[config.mk]
export PLATFORM = sky130hd
export DESIGN_NAME = control_sequencer
export DESIGN_NICKNAME = d
export VERILOG_FILES = /design/src/rtl/control_sequencer_pkg.sv /design/src/rtl/control_sequencer_step_counter.sv /design/src/rtl/control_sequencer.sv
export SDC_FILE = /design/constraint.sdc
export NUM_CORES = 1
export LEC_CHECK = 0
export BUFFER_PORTS_ARGS = -buffer_cell sky130_fd_sc_hd__buf_4
export CAP_MARGIN = 20
export CORE_UTILIZATION = 48
export CTS_CLUSTER_SIZE = 25
export DETAILED_ROUTE_END_ITERATION = 7
export PLACE_DENSITY = 0.79
export SETUP_SLACK_MARGIN = 0.15
export SYNTH_ARGS = -nofsm -noshare
export SYNTH_HDL_FRONTEND = slang
export SYNTH_SLANG_ARGS = --single-unit
[constraint.sdc]
create_clock -name clk -period 2.6 [get_ports clk]
set_clock_uncertainty 0.2 [all_clocks]
set_input_delay 0.52 -clock clk [delete_from_list [all_inputs] [get_ports clk]]
set_output_delay 0.52 -clock clk [all_outputs]
set_load 0.01 [all_outputs]
[src/rtl/control_sequencer_pkg.sv]
// Shared constants for the micro-coded control sequencer: opcodes, control-word
// bit positions, single-bit control words and the two fetch words.
package control_sequencer_pkg;

  typedef logic [15:0] ctrl_word_t;

  localparam logic [3:0] OP_NOP = 4'h0;
  localparam logic [3:0] OP_LDA = 4'h1;
  localparam logic [3:0] OP_ADD = 4'h2;
  localparam logic [3:0] OP_SUB = 4'h3;
  localparam logic [3:0] OP_STA = 4'h4;
  localparam logic [3:0] OP_LDI = 4'h5;
  localparam logic [3:0] OP_JMP = 4'h6;
  localparam logic [3:0] OP_JC  = 4'h7;
  localparam logic [3:0] OP_JZ  = 4'h8;
  localparam logic [3:0] OP_OUT = 4'hE;
  localparam logic [3:0] OP_HLT = 4'hF;

  localparam int BIT_HLT = 15;
  localparam int BIT_MI  = 14;
  localparam int BIT_RI  = 13;
  localparam int BIT_RO  = 12;
  localparam int BIT_IO  = 11;
  localparam int BIT_II  = 10;
  localparam int BIT_AI  = 9;
  localparam int BIT_AO  = 8;
  localparam int BIT_SO  = 7;
  localparam int BIT_SU  = 6;
  localparam int BIT_BI  = 5;
  localparam int BIT_OI  = 4;
  localparam int BIT_CE  = 3;
  localparam int BIT_CO  = 2;
  localparam int BIT_CI  = 1;
  localparam int BIT_FI  = 0;

  localparam ctrl_word_t CW_NONE = 16'h0000;
  localparam ctrl_word_t CW_HLT  = 16'h0001 << BIT_HLT;
  localparam ctrl_word_t CW_MI   = 16'h0001 << BIT_MI;
  localparam ctrl_word_t CW_RI   = 16'h0001 << BIT_RI;
  localparam ctrl_word_t CW_RO   = 16'h0001 << BIT_RO;
  localparam ctrl_word_t CW_IO   = 16'h0001 << BIT_IO;
  localparam ctrl_word_t CW_II   = 16'h0001 << BIT_II;
  localparam ctrl_word_t CW_AI   = 16'h0001 << BIT_AI;
  localparam ctrl_word_t CW_AO   = 16'h0001 << BIT_AO;
  localparam ctrl_word_t CW_SO   = 16'h0001 << BIT_SO;
  localparam ctrl_word_t CW_SU   = 16'h0001 << BIT_SU;
  localparam ctrl_word_t CW_BI   = 16'h0001 << BIT_BI;
  localparam ctrl_word_t CW_OI   = 16'h0001 << BIT_OI;
  localparam ctrl_word_t CW_CE   = 16'h0001 << BIT_CE;
  localparam ctrl_word_t CW_CO   = 16'h0001 << BIT_CO;
  localparam ctrl_word_t CW_CI   = 16'h0001 << BIT_CI;
  localparam ctrl_word_t CW_FI   = 16'h0001 << BIT_FI;

  localparam ctrl_word_t FETCH_T0 = CW_CO | CW_MI;
  localparam ctrl_word_t FETCH_T1 = CW_RO | CW_II | CW_CE;

endpackage

[src/rtl/control_sequencer_step_counter.sv]
// Falling-edge micro-step counter with async reset, synchronous clear and a
// sticky halt that freezes the step until reset.
module step_counter #(
  parameter int W = 3
) (
  input  logic         i_clk,
  input  logic         i_rst_n,
  input  logic         i_clear,
  input  logic         i_halt,
  output logic [W-1:0] o_step,
  output logic         o_halted
);

  logic [W-1:0] r_step;
  logic         r_halted;

  // Step and halt state, updated on the falling edge ahead of datapath loads.
  always_ff @(negedge i_clk or negedge i_rst_n) begin
    if (!i_rst_n) begin
      r_step   <= '0;
      r_halted <= 1'b0;
    end else if (r_halted) begin
      r_step   <= r_step;
      r_halted <= 1'b1;
    end else if (i_halt) begin
      r_step   <= r_step;
      r_halted <= 1'b1;
    end else if (i_clear) begin
      r_step   <= '0;
      r_halted <= 1'b0;
    end else begin
      r_step   <= r_step + W'(1);
      r_halted <= 1'b0;
    end
  end

  assign o_step   = r_step;
  assign o_halted = r_halted;

endmodule

[src/rtl/control_sequencer.sv]
// Micro-step decoder producing the 16-bit control word from {opcode, step, CF, ZF}.
// Optional feature macro: CONDITIONAL_JUMP_EN enables JC (7) and JZ (8).
module control_sequencer
  import control_sequencer_pkg::*;
#(
  parameter int STEPS = 5
) (
  input  logic        clk,
  input  logic        RESETn,
  input  logic [3:0]  opcode,
  input  logic        CF,
  input  logic        ZF,
  output logic [15:0] ctrl,
  output logic [2:0]  step,
  output logic        halted
);

  logic       w_cf;
  logic       w_zf;
  logic [2:0] w_next_step;
  ctrl_word_t w_dec_cur;
  ctrl_word_t w_dec_nxt;
  logic       w_clear;
  logic       w_halt;

`ifdef CONDITIONAL_JUMP_EN
  assign w_cf = CF;
  assign w_zf = ZF;
`else
  // With the flags tied low, JC/JZ never jump and so decode as NOP.
  logic w_unused_flags;
  assign w_unused_flags = CF | ZF;
  assign w_cf = 1'b0;
  assign w_zf = 1'b0;
`endif

  function automatic ctrl_word_t decode(input logic [3:0] op, input logic [2:0] st,
                                        input logic cf, input logic zf);
    ctrl_word_t w;
    w = CW_NONE;
    case (st)
      3'd0: w = FETCH_T0;
      3'd1: w = FETCH_T1;
      default: begin
        case (op)
          OP_LDA: case (st)
            3'd2:    w = CW_IO | CW_MI;
            3'd3:    w = CW_RO | CW_AI;
            default: w = CW_NONE;
          endcase
          OP_ADD, OP_SUB: case (st)
            3'd2:    w = CW_IO | CW_MI;
            3'd3:    w = CW_RO | CW_BI;
            3'd4:    w = CW_SO | CW_AI | CW_FI | ((op == OP_SUB) ? CW_SU : CW_NONE);
            default: w = CW_NONE;
          endcase
          OP_STA: case (st)
            3'd2:    w = CW_IO | CW_MI;
            3'd3:    w = CW_AO | CW_RI;
            default: w = CW_NONE;
          endcase
          OP_LDI:  w = (st == 3'd2) ? (CW_IO | CW_AI) : CW_NONE;
          OP_JMP:  w = (st == 3'd2) ? (CW_IO | CW_CI) : CW_NONE;
          OP_JC:   w = (st == 3'd2 && cf) ? (CW_IO | CW_CI) : CW_NONE;
          OP_JZ:   w = (st == 3'd2 && zf) ? (CW_IO | CW_CI) : CW_NONE;
          OP_OUT:  w = (st == 3'd2) ? (CW_AO | CW_OI) : CW_NONE;
          OP_HLT:  w = (st == 3'd2) ? CW_HLT : CW_NONE;
          default: w = CW_NONE;
        endcase
      end
    endcase
    return w;
  endfunction

  assign w_next_step = step + 3'd1;
  assign w_dec_cur   = decode(opcode, step, w_cf, w_zf);
  assign w_dec_nxt   = decode(opcode, w_next_step, w_cf, w_zf);
  assign w_halt      = w_dec_cur[BIT_HLT];

  // Next-step selection; an empty following step is skipped so no dead cycle is spent.
  always_comb begin
    w_clear = 1'b0;
    if (step == 3'(STEPS - 1)) begin
      w_clear = 1'b1;
    end else if (step >= 3'd2) begin
      w_clear = (w_dec_cur == CW_NONE) || (w_dec_nxt == CW_NONE);
    end else begin
      w_clear = 1'b0;
    end
  end

  // Control word output; a halted sequencer only ever shows HLT.
  always_comb begin
    ctrl = CW_NONE;
    if (halted) begin
      ctrl = CW_HLT;
    end else begin
      ctrl = w_dec_cur;
    end
  end

  step_counter #(.W(3)) u_step_counter (
    .i_clk    (clk),
    .i_rst_n  (RESETn),
    .i_clear  (w_clear),
    .i_halt   (w_halt),
    .o_step   (step),
    .o_halted (halted)
  );

endmodule

==> metrics.txt, run 1 <==
# TYPE chip_impl_metric gauge
chip_impl_metric{name="synth-compound-area-share",unit="%"} 25.29
chip_impl_metric{name="synth_cells",unit=""} 102
chip_impl_metric{name="postCtsResizedCells",unit=""} 34
chip_impl_metric{name="numClockSinks",unit=""} 4
chip_impl_metric{name="die_height",unit="um"} 41.71
chip_impl_metric{name="post_synth_xor_area_fraction",unit="%"} 4.628
chip_impl_metric{name="syn_area_per_cell",unit="um^2"} 7.421
chip_impl_metric{name="chipWidth",unit="um"} 41.71
chip_impl_metric{name="post-dp-hpwl",unit="mm"} 2.017
chip_impl_info{name="cts-root-buf",value="sky130_fd_sc_hd__clkbuf_4"} 1
chip_impl_metric{name="finalWeightedCongestion",unit=""} 0.8890
chip_impl_metric{name="synth-simple-area-share",unit="%"} 33.72
chip_impl_info{name="synth_top_family_by_area",value="simple AND/OR/NAND/NOR gates"} 1
chip_impl_metric{name="synth_seq_area_share",unit="%"} 13.22
chip_impl_info{name="error_message",value="[ERROR DPL-0038] Utilization greater than 100%, impossible to legalize"} 1
chip_impl_metric{name="floorplan.rows",unit=""} 13
chip_impl_metric{name="synthMuxAreaShare",unit="%"} 1.322
chip_impl_metric{name="mappedNetlistNets",unit=""} 115
chip_impl_metric{name="portBuffers",unit=""} 25
chip_impl_metric{name="clk_path_buf_depth",unit=""} 2
chip_impl_metric{name="yosys_register_bits",unit=""} 4
chip_impl_metric{name="post_cts_hold_buffer_count",unit=""} 0
chip_impl_metric{name="cts_inserted_buffers",unit=""} 3
chip_impl_metric{name="synth-adder-area-share",unit="%"} 8.264
chip_impl_metric{name="yosysWarningCount",unit=""} 0
chip_impl_metric{name="boundaryPins",unit=""} 28
chip_impl_info{name="last-stage-reached",value="clock tree synthesis"} 1
chip_impl_metric{name="synth.cell_area",unit="um^2"} 757.0
chip_impl_metric{name="start_util",unit="%"} 54.75
chip_impl_metric{name="post_cts.repair.setup_buffers",unit=""} 6
chip_impl_metric{name="cts_htree_levels",unit=""} 1
chip_impl_metric{name="post_synth_num_cell_types",unit=""} 41
chip_impl_info{name="status",value="aborted with a tool error"} 1
==> metrics by stage <==
step           util, %  worst slack, ns  setup TNS (ns)  instance area (um^2)  instances
3_5_place_dp     88.96          -0.8476          -15.16                  1230        168
3_3_place_gp     88.96          -0.8012          -13.97                  1230        168
2_1_floorplan        -          -0.8923          -12.59                 847.1        102
==> kinds of logic after synthesis <==
| kind of cell | after synthesis |
|---|---|
| simple gates | 48 |
| compound gates | 24 |
| buf+inv | 16 |
| xor+xnor | 4 |
| fa+ha+maj | 5 |
| mux | 1 |
| flops | 4 |
==> cell usage after synthesis, drive strengths merged <==
master   n  share of area, %
a32o     1               1.3
nor3b    2               2.0
and2     3               3.1
or3      1              0.83
o21ai    5               3.8
o221ai   1               2.0
a32oi    1               1.2
nor3     1              0.66
xor2     1               1.2
clkbuf   1              0.50
mux2i    1               1.3
inv      7               3.5
dfrtn    4                13
o21a     1              0.99
nor2    12               6.6
or2      3               2.8
o31a     1               1.2
nand2   11               5.5
nand4    4               3.3
a211oi   1               1.7
ha       5               8.3
nand2b   4               3.3
a211o    1               1.2
nor4     4               3.3
o31ai    2               2.6
and2b    1              0.99
a22oi    2               2.0
nand3    2               1.3
o22ai    1               1.7
buf      8               9.6
a31oi    4               3.3
xnor2    3               3.5
a21oi    3               2.5
==> run 2: changes to the inputs <==
Settings changed: CORE_AREA set to 2 2 63 65, CORE_UTILIZATION 48 to unset, CTS_CLUSTER_SIZE 25 to unset, DIE_AREA set to 0 0 65 67, PLACE_DENSITY 0.79 to unset, PLACE_DENSITY_LB_ADDON set to 0.15, SETUP_SLACK_MARGIN 0.15 to unset.
==> run 2 against run 1 <==
Against the previous run:
- the flow now finishes, with violations (negative setup slack)
- synthesized area unchanged
- synthesized cell count unchanged
==> metrics.txt, run 2 <==
# TYPE chip_impl_metric gauge
chip_impl_info{name="crit_chain",value="buf_4 > ha_4 > nand2_2 > or3_4 > nor2_4 > or2_1 > buf_4"} 1
chip_impl_metric{name="initialDrtViolationCount",unit=""} 19
chip_impl_info{name="synth.area.top_cells",value="sky130_fd_sc_hd__dfrtn_1 (13%), sky130_fd_sc_hd__ha_1 (8.3%), sky130_fd_sc_hd__buf_6 (6.0%)"} 1
chip_impl_metric{name="placement.cell_area",unit="um^2"} 1284
chip_impl_metric{name="worst-endpoint-arrival",unit="ns"} 3.07
chip_impl_metric{name="worst_ep_required_time",unit="ns"} 1.88
chip_impl_metric{name="met2RoutedLength",unit="mm"} 1.338
chip_impl_info{name="timing.setup.critical_path_class",value="reg -> out"} 1
chip_impl_metric{name="post_cts_hold_buffer_count",unit=""} 0
chip_impl_metric{name="ant_nets",unit=""} 0
chip_impl_metric{name="internal-power",unit="W"} 0.0008285
chip_impl_metric{name="number_of_synthesized_flops_with_an_enable_pin",unit=""} 0
chip_impl_metric{name="yosys.area.top_type_share",unit="%"} 13.22
chip_impl_info{name="layout_common_cells",value="sky130_fd_sc_hd__buf_4 (53), sky130_fd_sc_hd__buf_6 (14), sky130_fd_sc_hd__nand2_1 (7)"} 1
chip_impl_metric{name="grtUsageTotal",unit="%"} 12.07
chip_impl_info{name="cts-root-buf",value="sky130_fd_sc_hd__clkbuf_8"} 1
chip_impl_info{name="critical_path.endpoint_type",value="primary output"} 1
chip_impl_metric{name="clk_latency",unit="ns"} 0.24
chip_impl_info{name="status",value="finished, violations left"} 1
chip_impl_metric{name="largest_reg_flops",unit=""} 3
chip_impl_metric{name="net_switching_fraction_of_the_power",unit="%"} 41.41
chip_impl_metric{name="chipWidth",unit="um"} 65
chip_impl_metric{name="grt_first_pass_wirelength",unit="mm"} 4.029
chip_impl_info{name="rsz0062_at_grt",value="true"} 1
chip_impl_info{name="violations",value="negative setup slack"} 1
chip_impl_metric{name="slew-limit-headroom",unit="%"} 76.41
chip_impl_info{name="critical_path.startpoint_type",value="register"} 1
chip_impl_metric{name="cts_inserted_buffers",unit=""} 3
chip_impl_metric{name="mappedNetlistNets",unit=""} 115
chip_impl_metric{name="number_of_global_route_vias_before_repair",unit=""} 859
chip_impl_metric{name="dieArea",unit="um^2"} 4355
chip_impl_metric{name="post_synth_num_cell_types",unit=""} 41
chip_impl_metric{name="syn_area_per_cell",unit="um^2"} 7.421
chip_impl_metric{name="cts.reportedPaths.clkPinSlew",unit="ns"} 0.03
chip_impl_metric{name="yosysWarningCount",unit=""} 0
chip_impl_metric{name="sequentialPowerShare",unit="%"} 8.9
chip_impl_metric{name="vias_per_cell",unit=""} 4.579
chip_impl_info{name="synth_top_cells_by_count",value="sky130_fd_sc_hd__nand2_1 (11), sky130_fd_sc_hd__nor2_1 (10), sky130_fd_sc_hd__inv_1 (7)"} 1
chip_impl_metric{name="p_switching",unit="W"} 0.0005855
chip_impl_metric{name="clk_path_buf_depth",unit=""} 2
chip_impl_metric{name="comb_power_share",unit="%"} 82.0
chip_impl_metric{name="min_delay_path_depth",unit=""} 4
chip_impl_metric{name="worst_ir_drop_on_vdd",unit="V"} 0.0004556
chip_impl_metric{name="start_util",unit="%"} 20.99
chip_impl_metric{name="report.final.slew_viol_count",unit=""} 0
chip_impl_info{name="dominantRegCellSynth",value="sky130_fd_sc_hd__dfrtn_1"} 1
chip_impl_metric{name="timing.critical_path.slowest_cell_delay",unit="ns"} 0.51
chip_impl_metric{name="num_antenna_cells",unit=""} 0
chip_impl_metric{name="die_height",unit="um"} 67
chip_impl_info{name="commonest_non_fill_non_tap_cell_in_the_layout",value="sky130_fd_sc_hd__buf_4"} 1
chip_impl_metric{name="detail_route.wl_per_cell",unit="um"} 12.75
chip_impl_metric{name="synth_cells",unit=""} 102
chip_impl_metric{name="floorplan.rows",unit=""} 22
chip_impl_metric{name="numClockSinks",unit=""} 4
chip_impl_metric{name="power_frac_clock",unit="%"} 9.2
chip_impl_metric{name="cts_htree_levels",unit=""} 1
chip_impl_metric{name="boundaryPins",unit=""} 28
chip_impl_metric{name="postRouteWirelength",unit="mm"} 2.755
chip_impl_metric{name="detailroute.wirelength.met3",unit="um"} 140
chip_impl_metric{name="power.leakage",unit="nW"} 0.7384
chip_impl_metric{name="cap_viol_max_count",unit=""} 0
chip_impl_metric{name="drtPass1Iterations",unit=""} 4
chip_impl_info{name="tritoncts",value="done"} 1
chip_impl_info{name="cp_common_cell",value="sky130_fd_sc_hd__buf_4"} 1
chip_impl_metric{name="via_count",unit=""} 989
chip_impl_metric{name="yosys_register_bits",unit=""} 4
chip_impl_metric{name="fin_tns_setup",unit="ns"} -19.95
chip_impl_info{name="yosysTopAreaCell",value="sky130_fd_sc_hd__dfrtn_1"} 1
chip_impl_metric{name="worst_r2r_path_depth",unit=""} 11
chip_impl_metric{name="critical_path_peak_fanout",unit=""} 7
chip_impl_metric{name="grt_max_degree",unit=""} 13
chip_impl_metric{name="fp.coreArea",unit="um^2"} 3606
chip_impl_metric{name="worst_pin_slew",unit="ns"} 0.3502
chip_impl_metric{name="number_of_antenna_violations_at_the_first_check_in_global_routing",unit=""} 0
chip_impl_metric{name="grt.overflow.total",unit=""} 0
chip_impl_metric{name="final_nets",unit=""} 183
chip_impl_metric{name="timing.final.setup_violations",unit=""} 24
chip_impl_metric{name="cellPowerDensity",unit="nW/um^2"} 861.4
chip_impl_metric{name="synthToLayoutAreaGrowth",unit="%"} 116.9
chip_impl_metric{name="post-dp-hpwl",unit="mm"} 2.112
chip_impl_metric{name="remaining_drc_errors",unit=""} 0
chip_impl_metric{name="synth_seq_area_share",unit="%"} 13.22
chip_impl_metric{name="wl_met1",unit="mm"} 1.258
chip_impl_metric{name="finalHoldViolCount",unit=""} 0
chip_impl_metric{name="synth.cell_area",unit="um^2"} 757.0
chip_impl_metric{name="portBuffers",unit=""} 25
chip_impl_info{name="timing.critical_path.slowest_stage_cell",value="sky130_fd_sc_hd__dfrtn_1"} 1
chip_impl_metric{name="drive_gt1_share",unit="%"} 69.64
chip_impl_metric{name="final.setup.worst_slack",unit="ns"} -1.187
chip_impl_info{name="yosys.cell_count.top_type",value="sky130_fd_sc_hd__nand2_1"} 1
chip_impl_metric{name="asyncSetResetFlopFracSynth",unit="%"} 100.0
chip_impl_metric{name="finalWeightedCongestion",unit=""} 0.7732
chip_impl_info{name="min-delay-path-class",value="reg -> reg"} 1
chip_impl_metric{name="final_design_area_no_fill",unit="um^2"} 1642
chip_impl_info{name="routed.top_layer",value="met4"} 1
-- run 2: what timing repair did --
action                     in CTS  in global routing
gates resized for setup        21                 29
pin swaps                       4                 11
setup buffers                   3                 10
setup endpoints to repair      24                 24
-- run 2: stage by stage --
| stage | setup slack, ns | hold slack [ns] | utilization (%) | power (W) | instances |
|---|---|---|---|---|---|
| after floorplan | -0.8923 | 0.3534 | - | 0.0006291 | 102 |
| after global placement | -0.8467 | 0.3950 | 35.60 | 0.0009871 | 201 |
| after detailed placement | -0.8786 | 0.4337 | 35.60 | 0.0009893 | 201 |
| after CTS | -1.118 | 0.4545 | 39.94 | 0.001216 | 207 |
| after global routing | -1.267 | 0.5350 | 45.52 | 0.001516 | 216 |
| final | -1.187 | 0.5041 | 45.52 | 0.001414 | 216 |
-- run 2: kinds of logic after synthesis --
logic type,synth area share (%)
simple gates,33.72
compound gates,25.29
buf+inv,13.55
fa+ha+maj,8.264
xor+xnor,4.629
flops,13.22
mux,1.322
-- run 2: worst max-delay path, delay by kind of cell, from the launching register on --
kind                     cells  cell delay, ns
AND/OR/NAND/NOR              4            0.60
adder cells (fa/ha/maj)      1            0.15
buffers and inverters        2            0.27
flip-flops                   1            0.51
-- run 2: worst paths after layout --
path | slack [ns] | endpoint | start
worst max-delay path | -1.19 | ctrl[8] | u_step_counter.o_step[1]
worst min-delay path | 0.50 | u_step_counter.o_step[2] | u_step_counter.o_step[2]
worst max register to register | 0.22 | u_step_counter.o_step[0] | u_step_counter.o_step[0]
worst min register to register | 0.50 | u_step_counter.o_step[2] | u_step_counter.o_step[2]
max in group asynchronous | 1.01 | u_step_counter.o_halted | RESETn
min in group asynchronous | 1.06 | u_step_counter.o_step[1] | RESETn
-- run 2: routing by layer --
layer / vias up / track usage (%)
met5: - / 0
met4: 0 / 3.989
met3: 2 / 1.689
met2: 32 / 20.62
met1: 461 / 15.52
li1: 494 / -
-- run 2: layout make-up --
class,instances,area [um^2]
Fill cell,365,1964
Sequential cell,4,100.1
Inverter,7,28.78
Tap cell,48,60.06
Multi-Input combinational cell,82,765.7
Clock buffer,3,41.29
Timing Repair Buffer,72,645.6
-- run 2: power by group through the flow --
stage	clock network [W]	logic, W	registers (W)
6_report	0.000130	0.00116	0.000125
5_1_grt	0.000140	0.00125	0.000128
4_1_cts	0.000134	0.000955	0.000128
3_5_place_dp	0	0.000868	0.000121
3_3_place_gp	0	0.000867	0.000120
2_1_floorplan	0	0.000487	0.000142
Power figures use the tool's default switching activity.
==> run 3: changes to the inputs <==
Settings changed: SYNTH_HIERARCHICAL set to 1.
==> run 3 against run 2 <==
Against the previous run:
- the flow still finishes with violations (negative setup slack)
- register-to-register slack hardly changed
- synthesized cell count down 11%
- combinational power grew 4%
- flip-flop and latch count unchanged
- clock-buffer cell count did not move
- power rose by 4.1%
- sequential share of layout area rose by 0.34 points
- worst hold slack improved by 0.015 ns
- critical path type unchanged
- highest routed layer is now met3
==> metrics.txt, run 3 <==
# TYPE chip_impl_metric gauge
chip_impl_metric{name="net_switching_fraction_of_the_power",unit="%"} 41.44
chip_impl_metric{name="critical_path_peak_fanout",unit=""} 3
chip_impl_metric{name="final_nets",unit=""} 163
chip_impl_metric{name="cts.reportedPaths.clkPinSlew",unit="ns"} 0.03
chip_impl_metric{name="report.final.slew_viol_count",unit=""} 0
chip_impl_metric{name="synth_seq_area_share",unit="%"} 15.36
chip_impl_metric{name="worst_ir_drop_on_vdd",unit="V"} 0.0006408
chip_impl_metric{name="grtUsageTotal",unit="%"} 11.79
chip_impl_metric{name="worst-endpoint-arrival",unit="ns"} 2.96
chip_impl_info{name="dominantRegCellSynth",value="sky130_fd_sc_hd__dfrtn_1"} 1
chip_impl_metric{name="slew-limit-headroom",unit="%"} 83.35
chip_impl_info{name="violations",value="negative setup slack"} 1
chip_impl_metric{name="layout.filler_cells",unit=""} 356
chip_impl_metric{name="die_height",unit="um"} 67
chip_impl_metric{name="power_frac_clock",unit="%"} 8.7
chip_impl_info{name="yosysTopAreaCell",value="sky130_fd_sc_hd__dfrtn_1"} 1
chip_impl_metric{name="dieArea",unit="um^2"} 4355
chip_impl_metric{name="utilization",unit="%"} 43.10
chip_impl_metric{name="power.leakage",unit="nW"} 0.6875
chip_impl_metric{name="p_switching",unit="W"} 0.0006100
chip_impl_info{name="timing.setup.critical_path_class",value="reg -> out"} 1
chip_impl_metric{name="fp.coreArea",unit="um^2"} 3606
chip_impl_metric{name="ant_nets",unit=""} 0
chip_impl_metric{name="yosysWarningCount",unit=""} 6
chip_impl_metric{name="grt.overflow.total",unit=""} 0
chip_impl_metric{name="asyncSetResetFlopFracSynth",unit="%"} 100.0
chip_impl_metric{name="power",unit="W"} 0.001472
chip_impl_metric{name="worst_pin_slew",unit="ns"} 0.2484
chip_impl_info{name="critical_path.startpoint_type",value="register"} 1
chip_impl_metric{name="finalWeightedCongestion",unit=""} 0.7603
chip_impl_metric{name="drtPass1Iterations",unit=""} 4
chip_impl_metric{name="postRouteWirelength",unit="mm"} 2.534
chip_impl_metric{name="clk_latency",unit="ns"} 0.24
chip_impl_info{name="synth_top_cells_by_count",value="sky130_fd_sc_hd__nor2_1 (15), sky130_fd_sc_hd__nand2_1 (9), sky130_fd_sc_hd__clkbuf_1 (5), sky130_fd_sc_hd__nor4_1 (5)"} 1
chip_impl_metric{name="portBuffers",unit=""} 25
chip_impl_metric{name="number_of_antenna_violations_at_the_first_check_in_global_routing",unit=""} 0
chip_impl_metric{name="num_antenna_cells",unit=""} 0
chip_impl_metric{name="via_count",unit=""} 896
chip_impl_metric{name="yosys_register_bits",unit=""} 4
chip_impl_metric{name="cellPowerDensity",unit="nW/um^2"} 947.2
chip_impl_info{name="layout_common_cells",value="sky130_fd_sc_hd__buf_4 (49), sky130_fd_sc_hd__buf_6 (15), sky130_fd_sc_hd__nor2_1 (7)"} 1
chip_impl_metric{name="clk_path_buf_depth",unit=""} 2
chip_impl_metric{name="finalHoldViolCount",unit=""} 0
chip_impl_metric{name="cap_viol_max_count",unit=""} 0
chip_impl_metric{name="yosys.area.top_type_share",unit="%"} 15.36
chip_impl_metric{name="grt_max_degree",unit=""} 11
chip_impl_metric{name="remaining_drc_errors",unit=""} 0
chip_impl_metric{name="synthToLayoutAreaGrowth",unit="%"} 138.4
chip_impl_metric{name="post_synth_num_cell_types",unit=""} 39
chip_impl_metric{name="start_util",unit="%"} 18.08
chip_impl_metric{name="drive_gt1_share",unit="%"} 74.83
chip_impl_metric{name="multi_input_comb_area",unit="um^2"} 734.5
chip_impl_info{name="rsz0062_at_grt",value="true"} 1
chip_impl_metric{name="sequentialPowerShare",unit="%"} 9.0
chip_impl_metric{name="number_of_synthesized_flops_with_an_enable_pin",unit=""} 0
chip_impl_metric{name="synth_cells",unit=""} 91
chip_impl_metric{name="post-dp-hpwl",unit="mm"} 1.893
chip_impl_metric{name="synth.cell_area",unit="um^2"} 651.9
chip_impl_info{name="synth.area.top_cells",value="sky130_fd_sc_hd__dfrtn_1 (15%), sky130_fd_sc_hd__nor2_1 (8.6%), sky130_fd_sc_hd__nand2_1 (5.2%)"} 1
chip_impl_info{name="yosys.cell_count.top_type",value="sky130_fd_sc_hd__nor2_1"} 1
chip_impl_info{name="critical_path.endpoint_type",value="primary output"} 1
chip_impl_metric{name="mappedNetlistNets",unit=""} 101
chip_impl_metric{name="numClockSinks",unit=""} 4
chip_impl_metric{name="number_of_global_route_vias_before_repair",unit=""} 866
chip_impl_metric{name="detail_route.wl_per_cell",unit="um"} 12.73
chip_impl_metric{name="syn_area_per_cell",unit="um^2"} 7.163
chip_impl_metric{name="worst_ep_required_time",unit="ns"} 1.88
chip_impl_info{name="min-delay-path-class",value="reg -> reg"} 1
chip_impl_metric{name="boundaryPins",unit=""} 28
chip_impl_metric{name="chipWidth",unit="um"} 65
chip_impl_info{name="cts-root-buf",value="sky130_fd_sc_hd__clkbuf_8"} 1
chip_impl_metric{name="timing.final.setup_violations",unit=""} 24
chip_impl_info{name="commonest_non_fill_non_tap_cell_in_the_layout",value="sky130_fd_sc_hd__buf_4"} 1
chip_impl_info{name="status",value="finished, violations left"} 1
chip_impl_metric{name="grt_first_pass_wirelength",unit="mm"} 4.091
chip_impl_metric{name="placement.cell_area",unit="um^2"} 1157
chip_impl_metric{name="internal-power",unit="W"} 0.0008619
chip_impl_metric{name="cts_inserted_buffers",unit=""} 3
chip_impl_metric{name="sequential_cell_area",unit="um^2"} 100.1
chip_impl_metric{name="floorplan.rows",unit=""} 22
chip_impl_metric{name="final_design_area_no_fill",unit="um^2"} 1554
chip_impl_info{name="tritoncts",value="done"} 1
chip_impl_metric{name="vias_per_cell",unit=""} 4.503
chip_impl_metric{name="final.setup.worst_slack",unit="ns"} -1.077
chip_impl_metric{name="initialDrtViolationCount",unit=""} 4
chip_impl_metric{name="largest_reg_flops",unit=""} 3
chip_impl_metric{name="cts_htree_levels",unit=""} 1
chip_impl_metric{name="comb_power_share",unit="%"} 82.3
[run 3: cells by family after synthesis]
logic type / synth area share (%)
AOI/OAI and AO/OA: 20.15
adders and majority gates: 3.838
buffers and inverters: 12.67
DFF: 15.36
muxes: 1.727
and+or+nand+nor: 46.26
[run 3: area by class of cell]
cell class,count,area share [%]
Clock buffer,3,2.657
Timing Repair Buffer,68,39.05
Inverter,3,0.7246
Tap cell,48,3.865
Multi-Input combinational cell,73,47.26
Sequential cell,4,6.441
[run 3: critical path, stage by stage (launching register included)]
cell	delay, ns
sky130_fd_sc_hd__dfrtn_1	0.41
sky130_fd_sc_hd__or3b_4	0.40
sky130_fd_sc_hd__o2bb2a_4	0.21
sky130_fd_sc_hd__nor4bb_4	0.24
sky130_fd_sc_hd__buf_4	0.15
[run 3: worst paths after layout]
path | slack [ns] | end | cells past startpoint | startpoint
hold reg to reg | 0.52 | u_step_counter/o_step[1] | 4 | u_step_counter/o_step[1]
max in group asynchronous | 1.00 | u_step_counter/o_halted | 1 | RESETn
hold / removal | 0.52 | u_step_counter/o_step[1] | 4 | u_step_counter/o_step[1]
min in group asynchronous | 1.06 | u_step_counter/o_step[1] | 1 | RESETn
setup / recovery | -1.08 | ctrl[8] | 4 | u_step_counter/o_step[1]
setup reg to reg | 0.23 | u_step_counter/o_step[1] | 7 | u_step_counter/o_step[1]
[run 3: repair_timing]
action                     in CTS  in global routing
hold buffers                    0                  0
pin swaps                       7                  9
setup endpoints to repair      24                 24
gates cloned                    0                  0
setup buffers                   6                 11
resized for setup              28                 25
[run 3: layer usage]
layer	up-vias	wire (um)	GRT usage, %
li1	450	-	-
met3	0	51	0.5068
met5	-	0	0
met1	430	1066	14.72
met2	16	1417	21.91
met4	0	0	3.191
[run 3: power by group through the flow]
stage	registers [W]	clock network, W	logic, W
floorplan	0.000138	0	0.000496
global placement	0.000127	0	0.000810
detailed placement	0.000127	0	0.000816
CTS	0.000132	0.000130	0.00101
global route	0.000135	0.000135	0.00130
finish	0.000132	0.000128	0.00121
[run 3: through the flow]
stage / worst slack [ns] / hold slack [ns] / instances / setup TNS (ns)
after floorplan: -0.9085 / 0.3353 / 91 / -13.57
after global placement: -0.9419 / 0.4259 / 181 / -15.23
after detailed placement: -1.014 / 0.4211 / 181 / -15.54
after CTS: -1.109 / 0.4645 / 190 / -18.61
after global routing: -1.155 / 0.5522 / 199 / -19.85
final: -1.077 / 0.5187 / 199 / -18.38
==> run 4: changes to the inputs <==
Settings changed: CORE_AREA 2 2 63 65 to 4 4 65 67, DIE_AREA 0 0 65 67 to 0 0 69 71, PLACE_DENSITY_LB_ADDON 0.15 to 0.2.
Clock period 2.6 ns to 3.6 ns, I/O delays scaled along.
==> run 4 against run 3 <==
Against the previous run:
- the run still ends with negative setup slack left
- global-route usage is 0.86 points lower
- power is 29% lower
- critical path depth stayed put
- sequential power is 31% lower
- worst hold slack worse by 0.037 ns
- critical endpoint unchanged
- highest routed layer is now met4
==> metrics.txt, run 4 (synthesized netlist as in run 3, its figures left out) <==
# TYPE chip_impl_metric gauge
chip_impl_info{name="status",value="finished, violations left"} 1
chip_impl_info{name="violations",value="negative setup slack"} 1
chip_impl_metric{name="drive_gt1_share",unit="%"} 73.61
chip_impl_metric{name="dpl.cell_count",unit=""} 178
chip_impl_info{name="layout_common_cells",value="sky130_fd_sc_hd__buf_4 (47), sky130_fd_sc_hd__buf_6 (12), sky130_fd_sc_hd__nor2_2 (7), sky130_fd_sc_hd__nand2_1 (7), sky130_fd_sc_hd__nor2_1 (7)"} 1
chip_impl_metric{name="power.leakage",unit="nW"} 0.6329
chip_impl_metric{name="drtPass1Iterations",unit=""} 4
chip_impl_metric{name="final.setup.worst_slack",unit="ns"} -0.8240
chip_impl_metric{name="grtUsageTotal",unit="%"} 10.92
chip_impl_metric{name="cellPowerDensity",unit="nW/um^2"} 725.0
chip_impl_info{name="timing.critical_path.from",value="u_step_counter/o_step[1]"} 1
chip_impl_metric{name="cts.reportedPaths.clkPinSlew",unit="ns"} 0.03
chip_impl_metric{name="numClockSinks",unit=""} 4
chip_impl_metric{name="grt.overflow.total",unit=""} 0
chip_impl_metric{name="clk_path_buf_depth",unit=""} 2
chip_impl_metric{name="finalNonFillerCells",unit=""} 192
chip_impl_metric{name="finalHoldViolCount",unit=""} 0
chip_impl_metric{name="worst_pin_slew",unit="ns"} 0.3133
chip_impl_metric{name="start_util",unit="%"} 17.94
chip_impl_metric{name="cts_inserted_buffers",unit=""} 3
chip_impl_metric{name="num_antenna_cells",unit=""} 0
chip_impl_metric{name="cap_viol_max_count",unit=""} 0
chip_impl_metric{name="synthToLayoutAreaGrowth",unit="%"} 122.1
chip_impl_metric{name="comb_power_share",unit="%"} 82.1
chip_impl_metric{name="worst-endpoint-arrival",unit="ns"} 3.50
chip_impl_metric{name="internal-power",unit="W"} 0.0006086
chip_impl_metric{name="portBuffers",unit=""} 25
chip_impl_info{name="rsz0062_at_grt",value="true"} 1
chip_impl_info{name="critical_path.startpoint_type",value="register"} 1
chip_impl_metric{name="grt_first_pass_wirelength",unit="mm"} 4.395
chip_impl_metric{name="die_height",unit="um"} 71
chip_impl_metric{name="post-dp-hpwl",unit="mm"} 1.887
chip_impl_metric{name="vias_per_cell",unit=""} 4.661
chip_impl_metric{name="report.final.slew_viol_count",unit=""} 0
chip_impl_metric{name="number_of_global_route_vias_before_repair",unit=""} 937
chip_impl_info{name="worst_hold_startpoint",value="u_step_counter/o_step[1]"} 1
chip_impl_metric{name="final_nets",unit=""} 156
chip_impl_metric{name="power_frac_clock",unit="%"} 9.2
chip_impl_info{name="timing.setup.critical_path_class",value="reg -> out"} 1
chip_impl_metric{name="post_cts_hold_buffer_count",unit=""} 0
chip_impl_metric{name="worst_ir_drop_on_vdd",unit="V"} 0.0004841
chip_impl_metric{name="final_design_area_no_fill",unit="um^2"} 1448
chip_impl_metric{name="timing.final.setup_violations",unit=""} 23
chip_impl_metric{name="layout.filler_cells",unit=""} 366
chip_impl_info{name="min-delay-path-class",value="reg -> reg"} 1
chip_impl_metric{name="ant_nets",unit=""} 0
chip_impl_metric{name="finalWeightedCongestion",unit=""} 0.7840
chip_impl_metric{name="floorplan.rows",unit=""} 22
chip_impl_metric{name="sequentialPowerShare",unit="%"} 8.7
chip_impl_metric{name="number_of_antenna_violations_at_the_first_check_in_global_routing",unit=""} 0
chip_impl_metric{name="sequential_cell_area",unit="um^2"} 100.1
chip_impl_metric{name="chipWidth",unit="um"} 69
chip_impl_metric{name="detail_route.wl_per_cell",unit="um"} 13.86
chip_impl_info{name="commonest_non_fill_non_tap_cell_in_the_layout",value="sky130_fd_sc_hd__buf_4"} 1
chip_impl_metric{name="p_switching",unit="W"} 0.0004409
chip_impl_metric{name="remaining_drc_errors",unit=""} 0
chip_impl_metric{name="boundaryPins",unit=""} 28
chip_impl_metric{name="dieArea",unit="um^2"} 4899
chip_impl_metric{name="via_count",unit=""} 895
chip_impl_metric{name="worst_ep_required_time",unit="ns"} 2.68
chip_impl_metric{name="initialDrtViolationCount",unit=""} 19
chip_impl_metric{name="grt_max_degree",unit=""} 11
chip_impl_metric{name="cts_htree_levels",unit=""} 1
chip_impl_metric{name="multi_input_comb_area",unit="um^2"} 716.9
chip_impl_metric{name="net_switching_fraction_of_the_power",unit="%"} 42.01
chip_impl_metric{name="placement.cell_area",unit="um^2"} 1100
chip_impl_metric{name="clk_latency",unit="ns"} 0.24
chip_impl_metric{name="critical_path_peak_fanout",unit=""} 4
chip_impl_info{name="worst_r2r_startpoint",value="u_step_counter/o_step[1]"} 1
chip_impl_info{name="tritoncts",value="done"} 1
chip_impl_info{name="critical_path.endpoint_type",value="primary output"} 1
chip_impl_metric{name="fp.coreArea",unit="um^2"} 3633
chip_impl_metric{name="largest_reg_flops",unit=""} 3
chip_impl_metric{name="slew-limit-headroom",unit="%"} 79.00
chip_impl_info{name="cts-root-buf",value="sky130_fd_sc_hd__clkbuf_8"} 1
chip_impl_metric{name="postRouteWirelength",unit="mm"} 2.661
## run 4: routing by layer
layer	up-vias	wire, um	GRT usage, %
li1	440	-	-
met3	2	98	2.131
met5	-	0	0
met2	23	1468	19.92
met1	430	1081	12.21
met4	0	12	4.989
## run 4: layout make-up
class	instances	share of cell area, %
inverters	3	0.7779
repair buffers	61	35.78
flip-flops and latches	4	6.914
multi-input cells	73	49.52
well taps	48	4.149
clock buffers	3	2.852
## run 4: critical path: stages (launching register included)
cell	delay, ns
sky130_fd_sc_hd__dfrtn_1	0.41
sky130_fd_sc_hd__or3b_4	0.42
sky130_fd_sc_hd__o2bb2a_4	0.22
sky130_fd_sc_hd__nor4bb_4	0.25
sky130_fd_sc_hd__buf_4	0.16
## run 4: power by group through the flow
stage / Clock [W] / Sequential, W / Combinational (W)
after floorplan: 0 / 0.000100 / 0.000348
after global placement: 0 / 0.0000877 / 0.000561
after detailed placement: 0 / 0.0000877 / 0.000572
after CTS: 0.0000989 / 0.0000910 / 0.000738
after global routing: 0.000105 / 0.0000945 / 0.000930
final: 0.0000961 / 0.0000916 / 0.000862
## run 4: path summary, 6_finish.rpt
kind | end | slack, ns | cells past startpoint
worst max-delay path | ctrl[8] | -0.82 | 4
worst min-delay path | u_step_counter/o_step[1] | 0.48 | 3
worst max register to register | u_step_counter/o_step[2] | 1.19 | 6
worst min register to register | u_step_counter/o_step[1] | 0.48 | 3
max in group asynchronous | u_step_counter/o_step[2] | 1.31 | 1
min in group asynchronous | u_step_counter/o_step[0] | 1.76 | 1
## run 4: what timing repair did
item,CTS,global route
gates resized for setup,32,17
buffers inserted,6,5
pin swaps,6,11
setup endpoints to repair,23,23
## run 4: metrics by stage
step / hold slack [ns] / util, % / total power (W) / TNS (ns) / worst slack, ns
floorplan: 0.3353 / - / 0.0004480 / -7.800 / -0.6085
detailed placement: 0.4496 / 30.27 / 0.0006598 / -8.463 / -0.7076
global placement: 0.4454 / 30.27 / 0.0006486 / -8.224 / -0.6439
finish: 0.4819 / 39.84 / 0.001050 / -11.77 / -0.8240
global route: 0.5139 / 39.84 / 0.001129 / -13.25 / -0.8980
CTS: 0.4677 / 36.71 / 0.0009275 / -11.29 / -0.8344
